File: src/rtl/entrada_pkg.sv
// entrada_pkg: shared FSM state encoding and digit limit for the digit-entry front end
package entrada_pkg;
  typedef enum logic [1:0] {
    OCIOSO       = 2'd0,
    FILTRA_PRESS = 2'd1,
    PRESSIONADO  = 2'd2,
    FILTRA_SOLTA = 2'd3
  } estado_t;
  localparam logic [3:0] DIGITO_MAX = 4'd9;
endpackage

File: src/rtl/sincronizador.sv
// sincronizador: W-bit two-flop synchroniser (ports: clk, reset async high, d raw in, q synchronised out)
module sincronizador #(
  parameter int W = 1
) (
  input  logic         clk,
  input  logic         reset,
  input  logic [W-1:0] d,
  output logic [W-1:0] q
);
  logic [W-1:0] meta_q, sinc_q;
  always_ff @(posedge clk or posedge reset)
    if (reset) begin
      meta_q <= '0;
      sinc_q <= '0;
    end else begin
      meta_q <= d;
      sinc_q <= meta_q;
    end
  assign q = sinc_q;
endmodule

File: src/rtl/entrada_digito.sv
// entrada_digito: debounced digit entry (clk, reset async high, botao/chaves raw in; insere/numero/invalido/limpa out; optional timeout via ENTRADA_TIMEOUT_EN)
module entrada_digito
  import entrada_pkg::*;
#(
  parameter int DEBOUNCE_CICLOS = 4,
  parameter int TIMEOUT_CICLOS  = 64
) (
  input  logic       clk,
  input  logic       reset,
  input  logic       botao,
  input  logic [3:0] chaves,
  output logic       insere,
  output logic [3:0] numero,
  output logic       invalido,
  output logic       limpa
);
  localparam int CW = $clog2(DEBOUNCE_CICLOS + 1);
  logic          botao_s;
  logic [3:0]    chaves_s;
  estado_t       estado_q, estado_d;
  logic [CW-1:0] cnt_q, cnt_d;
  logic          insere_q, insere_d, invalido_q, invalido_d;
  logic [3:0]    numero_q, numero_d;
  logic          fim_cnt, digito_ok;
  sincronizador #(.W(5)) u_sinc (
    .clk   (clk),
    .reset (reset),
    .d     ({botao, chaves}),
    .q     ({botao_s, chaves_s})
  );
  assign fim_cnt   = cnt_q == CW'(DEBOUNCE_CICLOS - 1);
  assign digito_ok = chaves_s <= DIGITO_MAX;
  always_comb begin
    estado_d   = estado_q;
    cnt_d      = cnt_q;
    insere_d   = 1'b0;
    invalido_d = 1'b0;
    numero_d   = numero_q;
    case (estado_q)
      OCIOSO:
        if (botao_s) begin
          estado_d = FILTRA_PRESS;
          cnt_d    = '0;
        end
      FILTRA_PRESS:
        if (!botao_s) estado_d = OCIOSO;
        else if (fim_cnt) begin
          // chaves is captured only here, at the acceptance edge
          estado_d   = PRESSIONADO;
          insere_d   = digito_ok;
          invalido_d = !digito_ok;
          numero_d   = digito_ok ? chaves_s : numero_q;
        end else cnt_d = cnt_q + CW'(1);
      PRESSIONADO:
        if (!botao_s) begin
          estado_d = FILTRA_SOLTA;
          cnt_d    = '0;
        end
      FILTRA_SOLTA:
        if (botao_s) estado_d = PRESSIONADO;
        else if (fim_cnt) estado_d = OCIOSO;
        else cnt_d = cnt_q + CW'(1);
      default: estado_d = OCIOSO;
    endcase
  end
  always_ff @(posedge clk or posedge reset)
    if (reset) begin
      estado_q   <= OCIOSO;
      cnt_q      <= '0;
      insere_q   <= 1'b0;
      invalido_q <= 1'b0;
      numero_q   <= '0;
    end else begin
      estado_q   <= estado_d;
      cnt_q      <= cnt_d;
      insere_q   <= insere_d;
      invalido_q <= invalido_d;
      numero_q   <= numero_d;
    end
  assign insere   = insere_q;
  assign invalido = invalido_q;
  assign numero   = numero_q;
`ifdef ENTRADA_TIMEOUT_EN
  localparam int TW = $clog2(TIMEOUT_CICLOS + 1);
  logic [TW-1:0] timer_q, timer_d;
  logic          ativo_q, ativo_d, limpa_q, limpa_d, expira;
  // the timer only advances while ativo, so gating by ativo keeps an idle lock quiet
  assign expira = ativo_q && timer_q == TW'(TIMEOUT_CICLOS - 1);
  always_comb begin
    timer_d = (insere_d || expira) ? '0 : ativo_q ? timer_q + TW'(1) : timer_q;
    ativo_d = insere_d || (ativo_q && !expira);
    limpa_d = expira && !insere_d;
  end
  always_ff @(posedge clk or posedge reset)
    if (reset) begin
      timer_q <= '0;
      ativo_q <= 1'b0;
      limpa_q <= 1'b0;
    end else begin
      timer_q <= timer_d;
      ativo_q <= ativo_d;
      limpa_q <= limpa_d;
    end
  assign limpa = limpa_q;
`else
  // always false; keeps the timeout parameter referenced in the lean build
  assign limpa = TIMEOUT_CICLOS < 0;
`endif
endmodule

File: config.mk
export PLATFORM = sky130hd
export DESIGN_NAME = entrada_digito
export DESIGN_NICKNAME = d
export VERILOG_FILES = /design/src/rtl/entrada_pkg.sv /design/src/rtl/sincronizador.sv /design/src/rtl/entrada_digito.sv
export SDC_FILE = /design/constraint.sdc
export NUM_CORES = 1
export LEC_CHECK = 0
export BUFFER_PORTS_ARGS = -buffer_cell sky130_fd_sc_hd__buf_2
export CORE_UTILIZATION = 50
export DETAILED_ROUTE_END_ITERATION = 7
export PLACE_DENSITY = 0.77
export SETUP_SLACK_MARGIN = 0.1
export SLEW_MARGIN = 0
export SYNTH_ARGS = -nofsm -noshare
export SYNTH_HDL_FRONTEND = slang
export SYNTH_SLANG_ARGS = --single-unit
File: constraint.sdc
create_clock -name clk -period 3.63 [get_ports clk]
set_input_delay 1.089 -clock clk [delete_from_list [all_inputs] [get_ports clk]]
set_output_delay 1.089 -clock clk [all_outputs]
set_load 0.02 [all_outputs]
==> impl_metrics.tcl <==
set metrics [dict create \
    synth_top_area_share 0.683 \
    gp_congestion 0.662 \
    synth_area_leaders "dfrtp_1 68%, ha_1 3.3%, nand4b_4 3.1%" \
    layout.nets 75 \
    cp-start-kind "register" \
    cts_max_path_buffers 2 \
    drt_iter0_drc 2 \
    area_growth_pct 12.8 \
    p_int_w 0.000405 \
    status "complete, no violations" \
    hp-class "register to register" \
    finalHoldViolCount 0 \
    crit_path_cell_trace "buf_2" \
    end_kind "output pin" \
    slowest_delay_ps 400 \
    critPathKind "register to output pin" \
    io_buffers 12 \
    finish.utilization 0.636 \
    start_util 0.563 \
    swShare 0.310 \
    vdd_drop_max_uv 331 \
    syn_avg_cell_area_um2 15.4 \
    finalWorstSetupSlack_ps 1690 \
    crit_family "flip-flops" \
    drcViolationCount 0 \
    synth_nets 59 \
    skew_ps 2.56 \
    insertion_delay_ps 300 \
    fin_crit_ps 1940 \
    synthArstFlopShare 1.00 \
    path_max_fanout 2 \
    yosysWarnings 0 \
    seqPwrFrac 0.546 \
    cts_tree "built" \
    grt.overflow.total 0 \
    cts_root_buf "clkbuf_4" \
    synthFlopType "dfrtp_1" \
    num_vias 410 \
    yosysUniqueCellTypes 22 \
    cp_data_required_time_ps 2540 \
    postSynthCellCount 50 \
    p_leak_nw 0.460 \
    antenna_cells 0 \
    pin_count 14 \
    period_share 0.534 \
    dieArea_um2 1700 \
    hpwl_um 707 \
    cap_violations 0 \
    cts_sinks 21 \
    register_area_um2 526 \
    max_slew_margin 0.495 \
    track_usage 0.153 \
    postCtsSetupRepairBufs 0 \
    die_y_um 41.2 \
    cp_data_arrival_time_ps 850 \
    dp_slack_ps 1860 \
    pwr_density_cell_nw_per_um2 675 \
    cts_made_buffers 3 \
    nFillCells 110 \
    netlist_area_um2 769 \
    p_sw_w 0.000182 \
    worstMarginPinSlew_ps 757 \
    p_clk_frac 0.184 \
    core-area_um2 1370 \
    dr.pass1.iters 2 \
    routed_via_density 5.13 \
    htree_levels 1 \
    ctsHoldBuffers 0 \
    critPathBufInv 1 \
    ys_seq_elements 21 \
    multi_input_area_um2 225 \
    final_layout_size_suffix_gt1_frac 0.338 \
    grt_max_degree 22 \
    grt_pass1_wl_um 1520 \
    setup_viol 0 \
    drt-total-wl_um 953 \
    rows 13 \
    pwr-share-comb 0.271 \
    synth_edf_count 0 \
    cts_resized 0 \
    postRouteAntennaNets 0 \
    rsz0062_at_grt "false" \
    fin_setup_tns_ps 0 \
    yosys.area.top_type "dfrtp_1" \
    grt_pass1_vias 353 \
    crit_slowest_cell "dfrtp_1" \
    antenna_found_initial 0 \
    synth-seq-area-share 0.683 \
    yosysMostFrequentCell "dfrtp_1" \
    yosys-top-cells-count "21 x dfrtp_1, 3 x inv_1" \
    dieWidth_um 41.2 \
    slew_violations 0 \
    avgRoutedWirePerCell_um 11.9 \
    clock.fmax_mhz 516 \
    clk_pin_slew_ps 110 \
]
==> layout by cell type (no fill, tap or decap), drive strengths merged <==
| cell | Yosys | final |
|---|---|---|
| nor3 | 1 | 1 |
| a21bo | 1 | 1 |
| dfrtp | 21 | 21 |
| xor2 | 1 | 1 |
| nand2b | 1 | 1 |
| buf | 1 | 12 |
| nor2 | 2 | 2 |
| o21ai | 1 | 1 |
| nor2b | 2 | 2 |
| nand4b | 1 | 1 |
| o22a | 1 | 1 |
| mux2i | 1 | 1 |
| clkbuf | 0 | 3 |
| a211o | 2 | 2 |
| o21a | 2 | 2 |
| conb | 1 | 1 |
| nand4 | 1 | 1 |
| nand2 | 2 | 2 |
| inv | 3 | 3 |
| mux2 | 3 | 3 |
| ha | 2 | 2 |
| clkinv | 0 | 1 |
==> cells by family (layout without fill, tap and decap cells) <==
group	count (synthesis)	after routing	share of synthesized area
multiplexers	4	4	0.0618
flip-flops	21	21	0.683
buffers and inverters	4	19	0.0244
other	1	1	0.00487
AO/OA/AOI/OAI	7	7	0.0732
XOR/XNOR	1	1	0.0211
AND/OR/NAND/NOR	10	10	0.0992
adder cells (fa/ha/maj)	2	2	0.0325
==> state kept, by name (all words and copies together), names as in the netlist, named ones only <==
signal	count
estado_q	1
invalido	1
insere	1
numero	4
cnt_q	3
u_sinc.q	5
u_sinc.meta_q	5
==> power by group through the flow <==
stage	sequential, W	combinational (W)	clock, W
after floorplan	0.000344	0.000101	0
after global placement	0.000323	0.000156	0
after detailed placement	0.000327	0.000160	0
after CTS	0.000322	0.000162	0.000113
after global routing	0.000330	0.000177	0.000119
final	0.000320	0.000159	0.000108
==> per-stage QoR <==
| stage | hold slack, ps | total power (W) | cell area [um2] | instances |
|---|---|---|---|---|
| finish | 359 | 0.000586 | 868 | 80 |
| detailed placement | 336 | 0.000487 | 841 | 76 |
| global route | 361 | 0.000626 | 868 | 80 |
| CTS | 363 | 0.000596 | 868 | 80 |
| global placement | 333 | 0.000479 | 841 | 76 |
| floorplan | 331 | 0.000445 | 769 | 50 |
==> final cells by class <==
type / instances / area share
Tap cell: 15 / 0.0216
Clock inverter: 1 / 0.00576
Inverter: 3 / 0.0130
Clock buffer: 3 / 0.0259
Timing Repair Buffer: 12 / 0.0692
Sequential cell: 21 / 0.605
Multi-Input combinational cell: 25 / 0.259
==> worst paths after layout <==
check	from	to	slack (ps)	cells after the start
max	numero[3]	numero[3]	1690	1
min	u_sinc.meta_q[3]	u_sinc.q[3]	360	0
max reg2reg	cnt_q[0]	numero[0]	2060	5
min reg2reg	u_sinc.meta_q[3]	u_sinc.q[3]	360	0
max in group asynchronous	reset	invalido	2250	2
min in group asynchronous	reset	async pin	900	2
==> metal layers <==
layer	wire length (um)	track usage
met5	0	0
met1	426	0.176
met4	33	0.121
met2	439	0.234
met3	54	0.0489
Note: power is estimated with default switching activity, not from simulation.
